## src/rtl/md4_block_padder_if.sv

```systemverilog
// Byte-stream input and 512-bit block output of the MD4 message padder.
interface md4_block_padder_if;
  logic         in_valid;
  logic [7:0]   in_byte;
  logic         in_last;
  logic         in_ready;
  logic         blk_valid;
  logic [511:0] blk_data;
  logic         blk_last;
  logic         blk_ready;

  // Byte producer / block consumer side.
  modport master (
    output in_valid, in_byte, in_last, blk_ready,
    input  in_ready, blk_valid, blk_data, blk_last
  );

  // Padder side.
  modport slave (
    input  in_valid, in_byte, in_last, blk_ready,
    output in_ready, blk_valid, blk_data, blk_last
  );
endinterface

```

## src/rtl/md4_block_padder.sv

```systemverilog
// Buffers a byte stream into 512-bit MD4 message blocks and appends MD4
// padding (0x80, zero fill, 64-bit little-endian bit length) after the last
// byte. Byte j of a block sits at blk_data[8j+7:8j].
module md4_block_padder #(
  parameter int unsigned CNT_W = 32
) (
  input  logic               clk,
  input  logic               rst,
  md4_block_padder_if.slave  bus
);

  localparam int unsigned BLK_BYTES = 64;
  localparam int unsigned BLK_W     = 8 * BLK_BYTES;
  localparam int unsigned PTR_W     = 7;
  localparam int unsigned LEN_W     = 64;
  localparam int unsigned LEN_POS   = 56;
  localparam int unsigned LEN_BYTES = LEN_W / 8;

  typedef enum logic [1:0] {
    S_ACCUM = 2'd0,
    S_PAD   = 2'd1,
    S_LEN   = 2'd2,
    S_EMIT  = 2'd3
  } state_t;

  state_t             state_q, state_d;
  state_t             nae_q;
  logic               final_q;
  logic [PTR_W-1:0]   ptr_q;
  logic [PTR_W-1:0]   ptr_inc;
  logic [CNT_W-1:0]   cnt_q;
  logic [BLK_W-1:0]   buf_q, buf_d;
  logic               blk_valid_q, blk_last_q;
  logic [LEN_W-1:0]   bit_len;

  logic               in_ready_c;
  logic               byte_xfer;
  logic               blk_xfer;
  logic               ptr_full;

  // Datapath controls decoded from the FSM.
  logic               wr_byte;
  logic               do_pad;
  logic               do_len;
  logic               do_clear;
  logic               clr_cnt;
  logic               final_ld;
  logic               final_val;
  logic               final_next;
  logic               nae_ld;
  state_t             nae_val;

  assign in_ready_c = (state_q == S_ACCUM) && !rst;
  assign byte_xfer  = bus.in_valid && in_ready_c;
  assign blk_xfer   = (state_q == S_EMIT) && bus.blk_ready;
  assign ptr_inc    = ptr_q + PTR_W'(1);
  assign ptr_full   = (ptr_inc == PTR_W'(BLK_BYTES));
  assign bit_len    = LEN_W'({cnt_q, 3'b000});
  assign final_next = final_ld ? final_val : final_q;

  assign bus.in_ready  = in_ready_c;
  assign bus.blk_valid = blk_valid_q;
  assign bus.blk_last  = blk_last_q;
  assign bus.blk_data  = buf_q;

  // State register.
  always_ff @(posedge clk or posedge rst) begin
    if (rst) begin
      state_q <= S_ACCUM;
    end else begin
      state_q <= state_d;
    end
  end

  // Next-state logic.
  always_comb begin
    state_d = state_q;
    unique case (state_q)
      S_ACCUM: begin
        if (byte_xfer) begin
          if (bus.in_last) begin
            state_d = ptr_full ? S_EMIT : S_PAD;
          end else if (ptr_full) begin
            state_d = S_EMIT;
          end
        end
      end
      S_PAD:  state_d = S_EMIT;
      S_LEN:  state_d = S_EMIT;
      S_EMIT: begin
        if (bus.blk_ready) begin
          state_d = final_q ? S_ACCUM : nae_q;
        end
      end
      default: state_d = S_ACCUM;
    endcase
  end

  // Datapath control decode per state.
  always_comb begin
    wr_byte   = 1'b0;
    do_pad    = 1'b0;
    do_len    = 1'b0;
    do_clear  = 1'b0;
    clr_cnt   = 1'b0;
    final_ld  = 1'b0;
    final_val = 1'b0;
    nae_ld    = 1'b0;
    nae_val   = S_ACCUM;
    unique case (state_q)
      S_ACCUM: begin
        if (byte_xfer) begin
          wr_byte = 1'b1;
          if (ptr_full) begin
            final_ld  = 1'b1;
            final_val = 1'b0;
            nae_ld    = 1'b1;
            nae_val   = bus.in_last ? S_PAD : S_ACCUM;
          end
        end
      end
      S_PAD: begin
        do_pad   = 1'b1;
        final_ld = 1'b1;
        if (ptr_q <= PTR_W'(LEN_POS - 1)) begin
          final_val = 1'b1;
        end else begin
          final_val = 1'b0;
          nae_ld    = 1'b1;
          nae_val   = S_LEN;
        end
      end
      S_LEN: begin
        do_len    = 1'b1;
        final_ld  = 1'b1;
        final_val = 1'b1;
      end
      S_EMIT: begin
        if (blk_xfer) begin
          do_clear = 1'b1;
          clr_cnt  = final_q;
        end
      end
      default: ;
    endcase
  end

  // Next buffer contents: byte write, padding, length-only block or clear.
  always_comb begin
    buf_d = buf_q;
    if (do_clear) begin
      buf_d = '0;
    end else if (wr_byte) begin
      for (int j = 0; j < int'(BLK_BYTES); j++) begin
        if (ptr_q == PTR_W'(j)) begin
          buf_d[8*j +: 8] = bus.in_byte;
        end
      end
    end else if (do_pad) begin
      for (int j = 0; j < int'(BLK_BYTES); j++) begin
        if (ptr_q == PTR_W'(j)) begin
          buf_d[8*j +: 8] = 8'h80;
        end else if (ptr_q < PTR_W'(j)) begin
          buf_d[8*j +: 8] = 8'h00;
        end
      end
      if (ptr_q <= PTR_W'(LEN_POS - 1)) begin
        for (int k = 0; k < int'(LEN_BYTES); k++) begin
          buf_d[8*(int'(LEN_POS) + k) +: 8] = bit_len[8*k +: 8];
        end
      end
    end else if (do_len) begin
      buf_d = '0;
      for (int k = 0; k < int'(LEN_BYTES); k++) begin
        buf_d[8*(int'(LEN_POS) + k) +: 8] = bit_len[8*k +: 8];
      end
    end
  end

  // Buffer, pointer, byte counter, emit bookkeeping and registered outputs.
  always_ff @(posedge clk or posedge rst) begin
    if (rst) begin
      buf_q       <= '0;
      ptr_q       <= '0;
      cnt_q       <= '0;
      final_q     <= 1'b0;
      nae_q       <= S_ACCUM;
      blk_valid_q <= 1'b0;
      blk_last_q  <= 1'b0;
    end else begin
      buf_q <= buf_d;
      if (do_clear) begin
        ptr_q <= '0;
      end else if (wr_byte) begin
        ptr_q <= ptr_inc;
      end
      if (do_clear && clr_cnt) begin
        cnt_q <= '0;
      end else if (wr_byte) begin
        cnt_q <= cnt_q + CNT_W'(1);
      end
      if (final_ld) begin
        final_q <= final_val;
      end
      if (nae_ld) begin
        nae_q <= nae_val;
      end
      blk_valid_q <= (state_d == S_EMIT);
      blk_last_q  <= (state_d == S_EMIT) && final_next;
    end
  end

endmodule

```

## src/flat_wrapper.sv

```systemverilog
// flat-port wrapper written by rule: the top's interface ports become plain ports
module md4_block_padder_flat 
#(
  parameter int unsigned CNT_W = 32
)
  (clk, rst, bus_in_valid, bus_in_byte, bus_in_last, bus_blk_ready, bus_in_ready, bus_blk_valid, bus_blk_data, bus_blk_last);
  md4_block_padder_if bus_i ();
  input  logic clk;
  input  logic rst;
  input wire logic [$bits(bus_i.in_valid)-1:0] bus_in_valid;
  input wire logic [$bits(bus_i.in_byte)-1:0] bus_in_byte;
  input wire logic [$bits(bus_i.in_last)-1:0] bus_in_last;
  input wire logic [$bits(bus_i.blk_ready)-1:0] bus_blk_ready;
  output wire logic [$bits(bus_i.in_ready)-1:0] bus_in_ready;
  output wire logic [$bits(bus_i.blk_valid)-1:0] bus_blk_valid;
  output wire logic [$bits(bus_i.blk_data)-1:0] bus_blk_data;
  output wire logic [$bits(bus_i.blk_last)-1:0] bus_blk_last;
  assign bus_i.in_valid = bus_in_valid;
  assign bus_i.in_byte = bus_in_byte;
  assign bus_i.in_last = bus_in_last;
  assign bus_i.blk_ready = bus_blk_ready;
  assign bus_in_ready = bus_i.in_ready;
  assign bus_blk_valid = bus_i.blk_valid;
  assign bus_blk_data = bus_i.blk_data;
  assign bus_blk_last = bus_i.blk_last;
  md4_block_padder #(.CNT_W(CNT_W)) u_core (.clk(clk), .rst(rst), .bus(bus_i));
endmodule
```

## config.mk

```make
export PLATFORM = sky130hd
export DESIGN_NAME = md4_block_padder_flat
export DESIGN_NICKNAME = d
export VERILOG_FILES = /design/src/rtl/md4_block_padder_if.sv /design/src/rtl/md4_block_padder.sv /design/src/flat_wrapper.sv
export SDC_FILE = /design/constraint.sdc
export NUM_CORES = 1
export LEC_CHECK = 0
export CORE_AREA = 2 2 237 239
export CTS_CLUSTER_SIZE = 14
export DETAILED_ROUTE_END_ITERATION = 7
export DIE_AREA = 0 0 239 241
export PLACE_DENSITY = 0.72
export SLEW_MARGIN = 20
export SYNTH_ARGS = -nofsm -noshare
export SYNTH_HDL_FRONTEND = slang
export SYNTH_SLANG_ARGS = --single-unit
```

## constraint.sdc

```tcl
create_clock -name clk -period 45 [get_ports clk]
set_input_delay 4.5 -clock clk [delete_from_list [all_inputs] [get_ports clk]]
set_output_delay 4.5 -clock clk [all_outputs]
set_load 0.01 [all_outputs]
```

---- Word level (Yosys, flattened, before mapping) ----
Cells that the tools add are included.
operators by class
  $add $sub $neg .......................... 2
  $mul .................................... 0
  div/mod/pow operators ................... 0
  magnitude comparators ................... 65
  equality and inequality tests ........... 196
  shift operators ......................... 0
  multiplexer cells ....................... 229
  bitwise operators ....................... 0
  reduce and logical (&&, ||, !) cells .... 76
operators with widths
  cell                                                                   number
  512-bit two-way mux                                                    4
  8-bit two-way mux                                                      192
  7-bit by 6-bit equality test with 1-bit output, second input constant  32
  7-bit by 6-bit < comparator with 1-bit output, second input constant   32
  4-bit inequality test, second input constant                           56
  3-bit inequality test, second input constant                           64
  3-bit AND reduction                                                    64
  7-bit by 5-bit equality test with 1-bit output, second input constant  16
  7-bit by 5-bit < comparator with 1-bit output, second input constant   16
  32-bit two-way mux                                                     2
  64-bit two-way mux                                                     1
  7-bit by 4-bit equality test with 1-bit output, second input constant  8
  7-bit by 4-bit < comparator with 1-bit output, second input constant   8
  5-bit inequality test, second input constant                           8
  32-bit by 1-bit adder with 32-bit output, second input constant        1
  7-bit by 3-bit equality test with 1-bit output, second input constant  4
  7-bit by 3-bit < comparator with 1-bit output, second input constant   4
  2-bit two-way mux                                                      9
  7-bit by 2-bit equality test with 1-bit output, second input constant  2
  7-bit by 1-bit < comparator with 1-bit output, second input constant   2
  7-bit by 2-bit < comparator with 1-bit output, second input constant   2
  1-bit two-way mux                                                      14
  7-bit two-way mux                                                      2
  7-bit by 1-bit adder with 7-bit output, second input constant          1
  15 further kinds                                                       24
word-level totals
  register bits ........................... 558
  latch bits .............................. 0
  memory bits (writable) .................. 0
  bits in read-only memories .............. 0
  bits of input ports ..................... 13
  output and inout port bits .............. 515
  word-level logic and storage cells ...... 639
  memories kept ........................... 0

---- Longest topological paths before layout ----
Gate-level depths: netlist of the first run.
  word-level depth ........................ 8
  depth in mapped cells ................... 11
  depth with buffers taken out ............ 7

---- Least setup slack after synthesis of the first run ----
OpenSTA, ideal clock, no wires.
  path type ............................... input to output
  start ................................... in rst
  end ..................................... out bus_in_ready
  arrival time ............................ 4.678 ns
  required time ........................... 40.500 ns
  slack ................................... 35.822 ns
  stages .................................. 1
  path buffers ............................ 0
  path through ............................ nor2b_1
between the ends
  longest elaborated chain between the ends .. 2
RTL lines
  element             RTL line                text
  start: declaration  flat_wrapper.sv:9       input logic rst;
  1-bit zero test     md4_block_padder.sv:53  assign in_ready_c = (state_q == S_ACCUM) && !rst;
  1-bit logical AND   md4_block_padder.sv:53
  end: declaration    flat_wrapper.sv:14      output wire logic [$bits(bus_i.in_ready)-1:0] bus_in_ready;
Every way passes these cells.

---- Worst setup path after layout of the first run ----
Same ends and word-level chain as after synthesis.

==> results of run 1 <==
-- cells by family after synthesis --
family / synth area share
AO/OA/AOI/OAI: 0.106
XOR/XNOR: 0.00873
adder cells (fa/ha/maj): 0.00520
buffers and inverters: 0.0299
flip-flops: 0.580
multiplexers: 0.181
AND/OR/NAND/NOR: 0.0892
-- Yosys cell counts, drive strengths merged, types with 7 or more instances --
library cell / number
a21o: 17
a21oi: 115
a22o: 11
a22oi: 9
a31oi: 11
and2: 15
and3: 19
buf: 59
clkbuf: 88
dfrtp: 558
ha: 10
inv: 16
mux2: 385
nand2: 200
nand2b: 7
nand3: 32
nand4: 16
nor2: 73
nor3: 19
nor4: 9
o211ai: 7
o21ai: 167
o31ai: 16
or2: 7
or3: 7
xnor2: 10
xor2: 14
-- routing by layer --
metal	global-route usage	vias up	wire length [microns]
met5	0	-	0
met4	0.105	0	2980
met3	0.0769	169	6430
met2	0.464	679	39600
met1	0.352	9202	32400
li1	-	7985	-
-- final cells by class --
class / count / share of cell area
inverter: 16 / 0.00212
timing repair buffer: 562 / 0.174
sequential: 558 / 0.439
clock buffer: 81 / 0.0524
multi-input combinational: 1260 / 0.297
clock inverter: 24 / 0.00833
tap: 704 / 0.0277
-- state kept, by name, indices dropped and copies added, names as in the netlist --
signal / flops
u_core.bus.blk_data: 512
u_core.bus.blk_last: 1
u_core.bus.blk_valid: 1
u_core.cnt_q: 32
u_core.final_q: 1
u_core.nae_q: 2
u_core.ptr_q: 7
u_core.state_q: 2
-- through the flow --
stage / power (mW) / util / area, sq um / hold slack [ns] / cells
floorplan: 0.992 / - / 24100 / 0.447 / 1981
global placement: 1.27 / 0.544 / 29900 / 0.460 / 3100
detailed placement: 1.29 / 0.544 / 29900 / 0.468 / 3100
CTS: 1.78 / 0.580 / 31800 / 0.482 / 3205
global route: 1.84 / 0.580 / 31800 / 0.502 / 3205
finish: 1.77 / 0.580 / 31800 / 0.479 / 3205
-- worst register-to-register path, cell delays in order, from the launching register on --
cell and delay (ns):
dfrtp_1 0.43, inv_1 0.17, ha_1 0.32, nand3b_4 0.58
nand3_1 1.11, nand2_1 0.67, mux2_2 0.47
-- path summary, 6_finish.rpt --
path,startpoint,end,slack (ns),depth (start not counted)
hold / removal,u_core.bus.blk_data[394],u_core.bus.blk_data[394],0.48,2
setup / recovery,rst,bus_in_ready,34.74,3
max in group asynchronous,rst,u_core.bus.blk_data[338],38.36,4
setup reg to reg,u_core.state_q[0],u_core.bus.blk_data[62],41.14,6
min in group asynchronous,rst,u_core.bus.blk_data[282],4.52,2
hold reg to reg,u_core.bus.blk_data[394],u_core.bus.blk_data[394],0.48,2
-- power by group --
part	internal (mW)	switching [mW]
combinational	0.266	0.414
sequential	0.561	0.0366
clock	0.282	0.206
total	1.11	0.656
==> flow_summary.yaml, run 1 <==
clock_network:
  numCtsBuffers: 58
  clock_path_buffers: 3
  cts_resized: 0
  cts_tree: "yes"
  clock_latency_ns: 0.62
  clock-root-buffer: "clkbuf_16"
  ctsHoldBuffers: 0
  cts.clk_slew.worst_paths_ns: 0.06
  cts_sinks: 558
  post_cts_buffers: 0
  cts_htree_levels: 2
yosys:
  yosys_warnings: 0
  synth_ff_type: "dfrtp_1"
  synth_area_per_cell_sq_um: 12.2
  yosysUniqueCellTypes: 83
  async_flop_share: 1.00
  synth.top_cells.by_area: "dfrtp_1, mux2_2, nand2_1"
  synthCells: 1981
  ys_seq_elements: 558
  syn_area_sq_um: 24100
  syn-num-nets: 2004
  synth-edff-count: 0
  synth_top_cell_by_area: "dfrtp_1"
  ys_seq_area_frac: 0.580
  synth_top_cell_area_share: 0.580
sta:
  final.setup.worst_slack_ns: 34.74
  min_period_ns: 10.26
  setup_viol: 0
  slew_headroom: 0.245
  slew_viol_final: 0
  rsz0062_at_grt: "no"
  setup_tns_ns: 0
  hold_viol_final: 0
  final.setup_skew_ns: 0.0191
  fin_crit_sh: 0.228
  clock.fmax_ghz: 0.0975
  tightest_slew_ns: 1.12
setup_path:
  crit_path_max_incr_delay_ns: 0.55
  critPathKind: "input pin to output pin"
  crit_path_max_fanout: 4
  cp-start-kind: "input pin"
  path_cells: "clkdlybuf4s50_1, nor2b_1, clkdlybuf4s50_1"
  crit_buf_inv: 2
  crit_required_ns: 40.50
  crit_path_frequent_cell: "clkdlybuf4s50_1"
  critPathSlowestCell: "clkdlybuf4s50_1"
  endpoint_kind: "output pin"
  arrival_ns: 5.76
  crit_family: "buffers and inverters"
placement:
  portBuffers: 527
  place_ws_ns: 34.72
  dp.final_hpwl_microns: 56200
  routabilityCongestion: 0.924
drt:
  viasPerCell: 5.63
  wl_per_cell_microns: 25.4
  ant_nets: 0
  drc_errors: 0
  dr.pass1.iters: 5
  routed_wirelength_microns: 81400
  vias: 18000
  drt_iter0_markers: 1373
cells_and_area:
  nets: 2479
  drive_gt1_frac: 0.237
  mostFrequentLayoutCells: "dfrtp_1, clkdlybuf4s50_1, mux2_2, nand2_1, o21ai_0"
  final_common_cell: "dfrtp_1"
  n_fill_cell: 4500
  multiInputGateArea_sq_um: 9440
  seq_area_sq_um: 14000
  n_antenna_cell: 0
  area_growth_pct: 32.2
floorplanning:
  coreArea_sq_um: 54900
  start_util: 0.439
  rows: 86
  dieHeight_microns: 241
  die-area_sq_um: 57600
  die_width_microns: 239
  ios: 528
grt:
  grt_pass1_wl_microns: 121000
  antenna_found_initial: 0
  grt_pass1_vias: 18700
  grt_max_degree: 115
  overflow: 0
  track_usage: 0.280
worst_hold_path:
  min_path_type: "register to register"
flow_run:
  cap_violations: 0
power:
  max-vdd-ir-drop_mv: 0.0365
  power-per-cell-area_nw_per_um2: 55.4
  leakage_nw: 14.6
status:
  status: "complete, no violations"
(Power assumes the default switching activity.)
==> run 2: changes to the inputs <==
--- a/config.mk
+++ b/config.mk
@@ -9,7 +9,7 @@
 export CTS_CLUSTER_SIZE = 14
 export DETAILED_ROUTE_END_ITERATION = 7
 export DIE_AREA = 0 0 239 241
-export PLACE_DENSITY = 0.72
+export PLACE_DENSITY = 0.74
 export SLEW_MARGIN = 20
 export SYNTH_ARGS = -nofsm -noshare
 export SYNTH_HDL_FRONTEND = slang
==> constraint.sdc (replaced) <==
create_clock -name clk -period 8.46 [get_ports clk]
set_input_delay 0.846 -clock clk [delete_from_list [all_inputs] [get_ports clk]]
set_output_delay 0.846 -clock clk [all_outputs]
set_load 0.01 [all_outputs]
==> flow_summary.yaml, run 2 (synthesis results as in run 1) <==
status:
  status: "complete, no violations"
sta:
  setup_tns_ns: 0
  hold_viol_final: 0
  final.setup_skew_ns: 0.0154
  fin_crit_sh: 0.456
  slew_viol_final: 0
  rsz0062_at_grt: "no"
  setup_viol: 0
  tightest_slew_ns: 1.08
  min_period_ns: 3.86
  slew_headroom: 0.283
  clock.fmax_ghz: 0.259
cells_and_area:
  largest_register_ffs: 512
  nets: 2473
  area_growth_pct: 31.6
  layoutNonFillerInstCount: 3199
  drive_gt1_frac: 0.230
  mostFrequentLayoutCells: "dfrtp_1, clkdlybuf4s50_1, mux2_2, nand2_1, o21ai_0"
  final_common_cell: "dfrtp_1"
  n_antenna_cell: 0
  n_fill_cell: 4484
drt:
  vias: 18400
  routed_wirelength_microns: 84000
  dr.pass1.iters: 5
  viasPerCell: 5.76
  ant_nets: 0
  wl_per_cell_microns: 26.2
  drc_errors: 0
  drt_iter0_markers: 1316
setup_path:
  crit_buf_inv: 1
  critPathKind: "input pin to register"
  path_cells: "clkdlybuf4s50_1, nand2_1, nand2_1, o311ai_0, a21oi_2, mux2_2"
  cp-start-kind: "input pin"
  arrival_ns: 4.36
  crit_path_max_incr_delay_ns: 0.78
  critPathSlowestCell: "nand2_1"
  crit_required_ns: 8.96
  crit_path_frequent_cell: "nand2_1"
  endpoint_kind: "register"
  crit_family: "simple AND/OR/NAND/NOR gates"
  crit_path_max_fanout: 24
floorplanning:
  dieHeight_microns: 241
  die_width_microns: 239
  die-area_sq_um: 57600
  coreArea_sq_um: 54900
  ios: 528
  rows: 86
  start_util: 0.439
grt:
  grtUsageMet1: 0.357
  antenna_found_initial: 1
  track_usage: 0.287
  gr-max-usage-layer: "met2"
  grt_pass1_vias: 18800
  overflow: 0
  grt_use_met2: 0.480
  grt_pass1_wl_microns: 123000
  grt_max_degree: 160
  met3_usage: 0.0816
power:
  seqPwrFrac: 0.348
  max-vdd-ir-drop_mv: 0.193
  p_int_mw: 5.76
  p_clk_frac: 0.265
  power-per-cell-area_nw_per_um2: 290
  swShare: 0.373
  power_switching_mw: 3.43
  leakage_nw: 14.5
  p_comb_frac: 0.386
clock_network:
  clock_path_buffers: 3
  cts_tree: "yes"
  ctsHoldBuffers: 0
  clock_latency_ns: 0.62
  cts_resized: 0
  clock-root-buffer: "clkbuf_16"
  cts.clk_slew.worst_paths_ns: 0.06
  post_cts_buffers: 0
  cts_htree_levels: 2
  cts_sinks: 558
  numCtsBuffers: 57
placement:
  routabilityCongestion: 0.944
  portBuffers: 527
  dp.final_hpwl_microns: 57800
  dp.cells: 3095
worst_hold_path:
  min_path_type: "register to register"
flow_run:
  cap_violations: 0
## run 2: cell type report
| cell class | instances | area (sq um) | area share |
|---|---|---|---|
| Inverter | 16 | 63.8 | 0.00201 |
| Multi-Input combinational cell | 1260 | 9430 | 0.298 |
| Clock inverter | 18 | 160 | 0.00505 |
| Sequential cell | 558 | 14000 | 0.441 |
| Tap cell | 704 | 881 | 0.0278 |
| Timing Repair Buffer | 557 | 5540 | 0.175 |
| Clock buffer | 86 | 1650 | 0.0519 |
## run 2: path summary, 6_finish.rpt
check / startpoint / slack [ns] / to / depth (start not counted)
min in group asynchronous: rst / 0.79 / u_core.bus.blk_data[449] / 2
max reg2reg: u_core.state_q[0] / 4.68 / u_core.bus.blk_data[196] / 5
max in group asynchronous: rst / 5.71 / u_core.bus.blk_data[75] / 4
min: u_core.bus.blk_data[447] / 0.48 / u_core.bus.blk_data[447] / 1
min reg2reg: u_core.bus.blk_data[447] / 0.48 / u_core.bus.blk_data[447] / 1
max: bus_blk_ready / 4.60 / u_core.bus.blk_data[302] / 6
## run 2: power groups by stage
| stage | sequential [mW] | clock, mW | combinational, mW |
|---|---|---|---|
| after floorplan | 3.33 | 0 | 1.95 |
| after global placement | 3.22 | 0 | 3.49 |
| after detailed placement | 3.24 | 0 | 3.55 |
| after CTS | 3.20 | 2.48 | 3.56 |
| after global routing | 3.23 | 2.59 | 3.76 |
| final | 3.20 | 2.44 | 3.55 |
## run 2: metrics by stage
step	hold WS, ns	util	setup slack [ns]	power [mW]	instance area, sq um
after floorplan	0.447	-	0.0182	5.28	24100
after detailed placement	0.465	0.544	4.07	6.79	29900
after CTS	0.480	0.577	4.72	9.24	31700
final	0.477	0.577	4.60	9.20	31700
after global routing	0.490	0.577	4.36	9.58	31700
after global placement	0.460	0.544	4.14	6.72	29900
## run 2: routing by layer
metal | part of all wire | wire, microns | up-vias
met1 | 0.39 | 32900 | 9479
met4 | 0.036 | 3000 | 0
met5 | 0 | 0 | -
li1 | - | - | 7946
met2 | 0.49 | 41000 | 825
met3 | 0.084 | 7070 | 177
==> run 3: changes to the inputs <==
--- a/config.mk
+++ b/config.mk
@@ -9,7 +9,7 @@
 export CTS_CLUSTER_SIZE = 14
 export DETAILED_ROUTE_END_ITERATION = 7
 export DIE_AREA = 0 0 239 241
-export PLACE_DENSITY = 0.74
+export PLACE_DENSITY = 0.72
 export SLEW_MARGIN = 20
 export SYNTH_ARGS = -nofsm -noshare
 export SYNTH_HDL_FRONTEND = slang
==> constraint.sdc (replaced) <==
create_clock -name clk -period 3.74 [get_ports clk]
set_input_delay 0.374 -clock clk [delete_from_list [all_inputs] [get_ports clk]]
set_output_delay 0.374 -clock clk [all_outputs]
set_load 0.01 [all_outputs]
==> flow_summary.yaml, run 3 (synthesis results as in run 1) <==
sta:
  clock.fmax_ghz: 0.313
  setup_viol: 0
  slew_headroom: 0.326
  final.setup_skew_ns: 0.0291
  fin_crit_sh: 0.855
  rsz0062_at_grt: "no"
  min_period_ns: 3.20
  tightest_slew_ns: 1.01
  holdWs_ns: 0.318
  slew_viol_final: 0
  hold_viol_final: 0
power:
  max-vdd-ir-drop_mv: 0.484
  p_int_mw: 14.0
  power_switching_mw: 8.06
  p_clk_frac: 0.275
  power-per-cell-area_nw_per_um2: 677
  leakage_nw: 15.0
  p_comb_frac: 0.398
  swShare: 0.366
  finalPower_mw: 22.0
  seqPwrFrac: 0.328
placement:
  routabilityCongestion: 0.982
  portBuffers: 527
  dp.cells: 3165
  dp.final_hpwl_microns: 60100
clock_network:
  clock_path_buffers: 3
  cts_htree_levels: 2
  numCtsBuffers: 58
  clock-root-buffer: "clkbuf_16"
  clock_latency_ns: 0.63
  post_cts_buffers: 0
  ctsHoldBuffers: 0
  cts.clk_slew.worst_paths_ns: 0.07
  cts_sinks: 558
  cts_tree: "yes"
  cts_resized: 0
drt:
  routed_wirelength_microns: 85300
  dr.pass1.iters: 6
  drt_iter0_markers: 1533
  drc_errors: 0
  wl_per_cell_microns: 26.1
  ant_nets: 0
  vias: 18600
  viasPerCell: 5.69
setup_path:
  worst-r2r-cell-count: 5
  crit_required_ns: 4.24
  endpoint_kind: "register"
  crit_path_max_fanout: 29
  critPathKind: "register to register"
  arrival_ns: 3.70
  cp-start-kind: "register"
cells_and_area:
  mostFrequentLayoutCells: "dfrtp_1, clkdlybuf4s50_1, mux2_2, nand2_1, o21ai_0"
  layoutNonFillerInstCount: 3274
  area_growth_pct: 35.3
  utilization: 0.594
  drive_gt1_frac: 0.256
  final_common_cell: "dfrtp_1"
  nets: 2544
  largest_register_ffs: 512
worst_hold_path:
  min_path_type: "input pin to async pin"
grt:
  overflow: 0
  grt_pass1_wl_microns: 127000
  grt_pass1_vias: 19300
  antenna_found_initial: 0
  grt_max_degree: 115
  track_usage: 0.294
status:
  status: "complete, no violations"
floorplanning:
  start_util: 0.439
  ios: 528
  die_width_microns: 239
  rows: 86
  coreArea_sq_um: 54900
  die-area_sq_um: 57600
  dieHeight_microns: 241
flow_run:
  cap_violations: 0
[run 3: cell types whose count changed in the layout (fill, tap and decap cells not counted), sizes merged]
cell,delta
buf,+70
bufinv,+4
clkbuf,-5
clkinv,+6
clkinvlp,+2
diode,+1
inv,-3
[run 3: layout make-up]
type / count / area, sq um
well taps: 704 / 881
fillers: 4419 / 22300
flip-flops and latches: 558 / 14000
inverters: 16 / 63.8
multi-input cells: 1260 / 9420
repair buffers: 627 / 6200
clock buffers: 81 / 1720
clock inverters: 27 / 327
diodes: 1 / 2.50
[run 3: path summary, 6_finish.rpt]
check / start / end / slack, ns
max: u_core.ptr_q[6] / u_core.bus.blk_data[203] / 0.54
min: rst / u_core.bus.blk_data[343] / 0.32
max reg2reg: u_core.ptr_q[6] / u_core.bus.blk_data[203] / 0.54
min reg2reg: u_core.bus.blk_data[467] / u_core.bus.blk_data[467] / 0.47
max in group asynchronous: rst / u_core.bus.blk_data[329] / 2.37
min in group clk: bus_in_last / u_core.state_q[0] / 0.43
[run 3: per-layer routing]
metal	wire, microns	track usage
met2	41400	0.489
met5	0	0
met3	6540	0.0806
met1	34500	0.373
met4	2860	0.0996
[run 3: worst max-delay path, stage by stage (launching register included)]
cell and delay (ns):
dfrtp_1 0.75, nor2_1 0.82, a2bb2oi_4 0.42, o21ai_0 0.19
a21oi_2 0.48, mux2_2 0.40
[run 3: power groups by stage]
stage	Sequential (mW)	Combinational (mW)	Clock, mW
global placement	7.27	8.62	0
detailed placement	7.31	8.75	0
global route	7.30	9.27	6.40
CTS	7.22	8.78	6.16
finish	7.22	8.77	6.05
floorplan	7.53	4.40	0
[run 3: per-stage QoR]
stage / worst slack [ns] / TNS [ns] / instance area (sq um)
after global placement: 0.638 / 0 / 30500
after floorplan: -4.23 / -2360.20 / 24100
final: 0.544 / 0 / 32600
after detailed placement: 0.619 / 0 / 30500
after global routing: 0.469 / 0 / 32600
after CTS: 0.696 / 0 / 32600
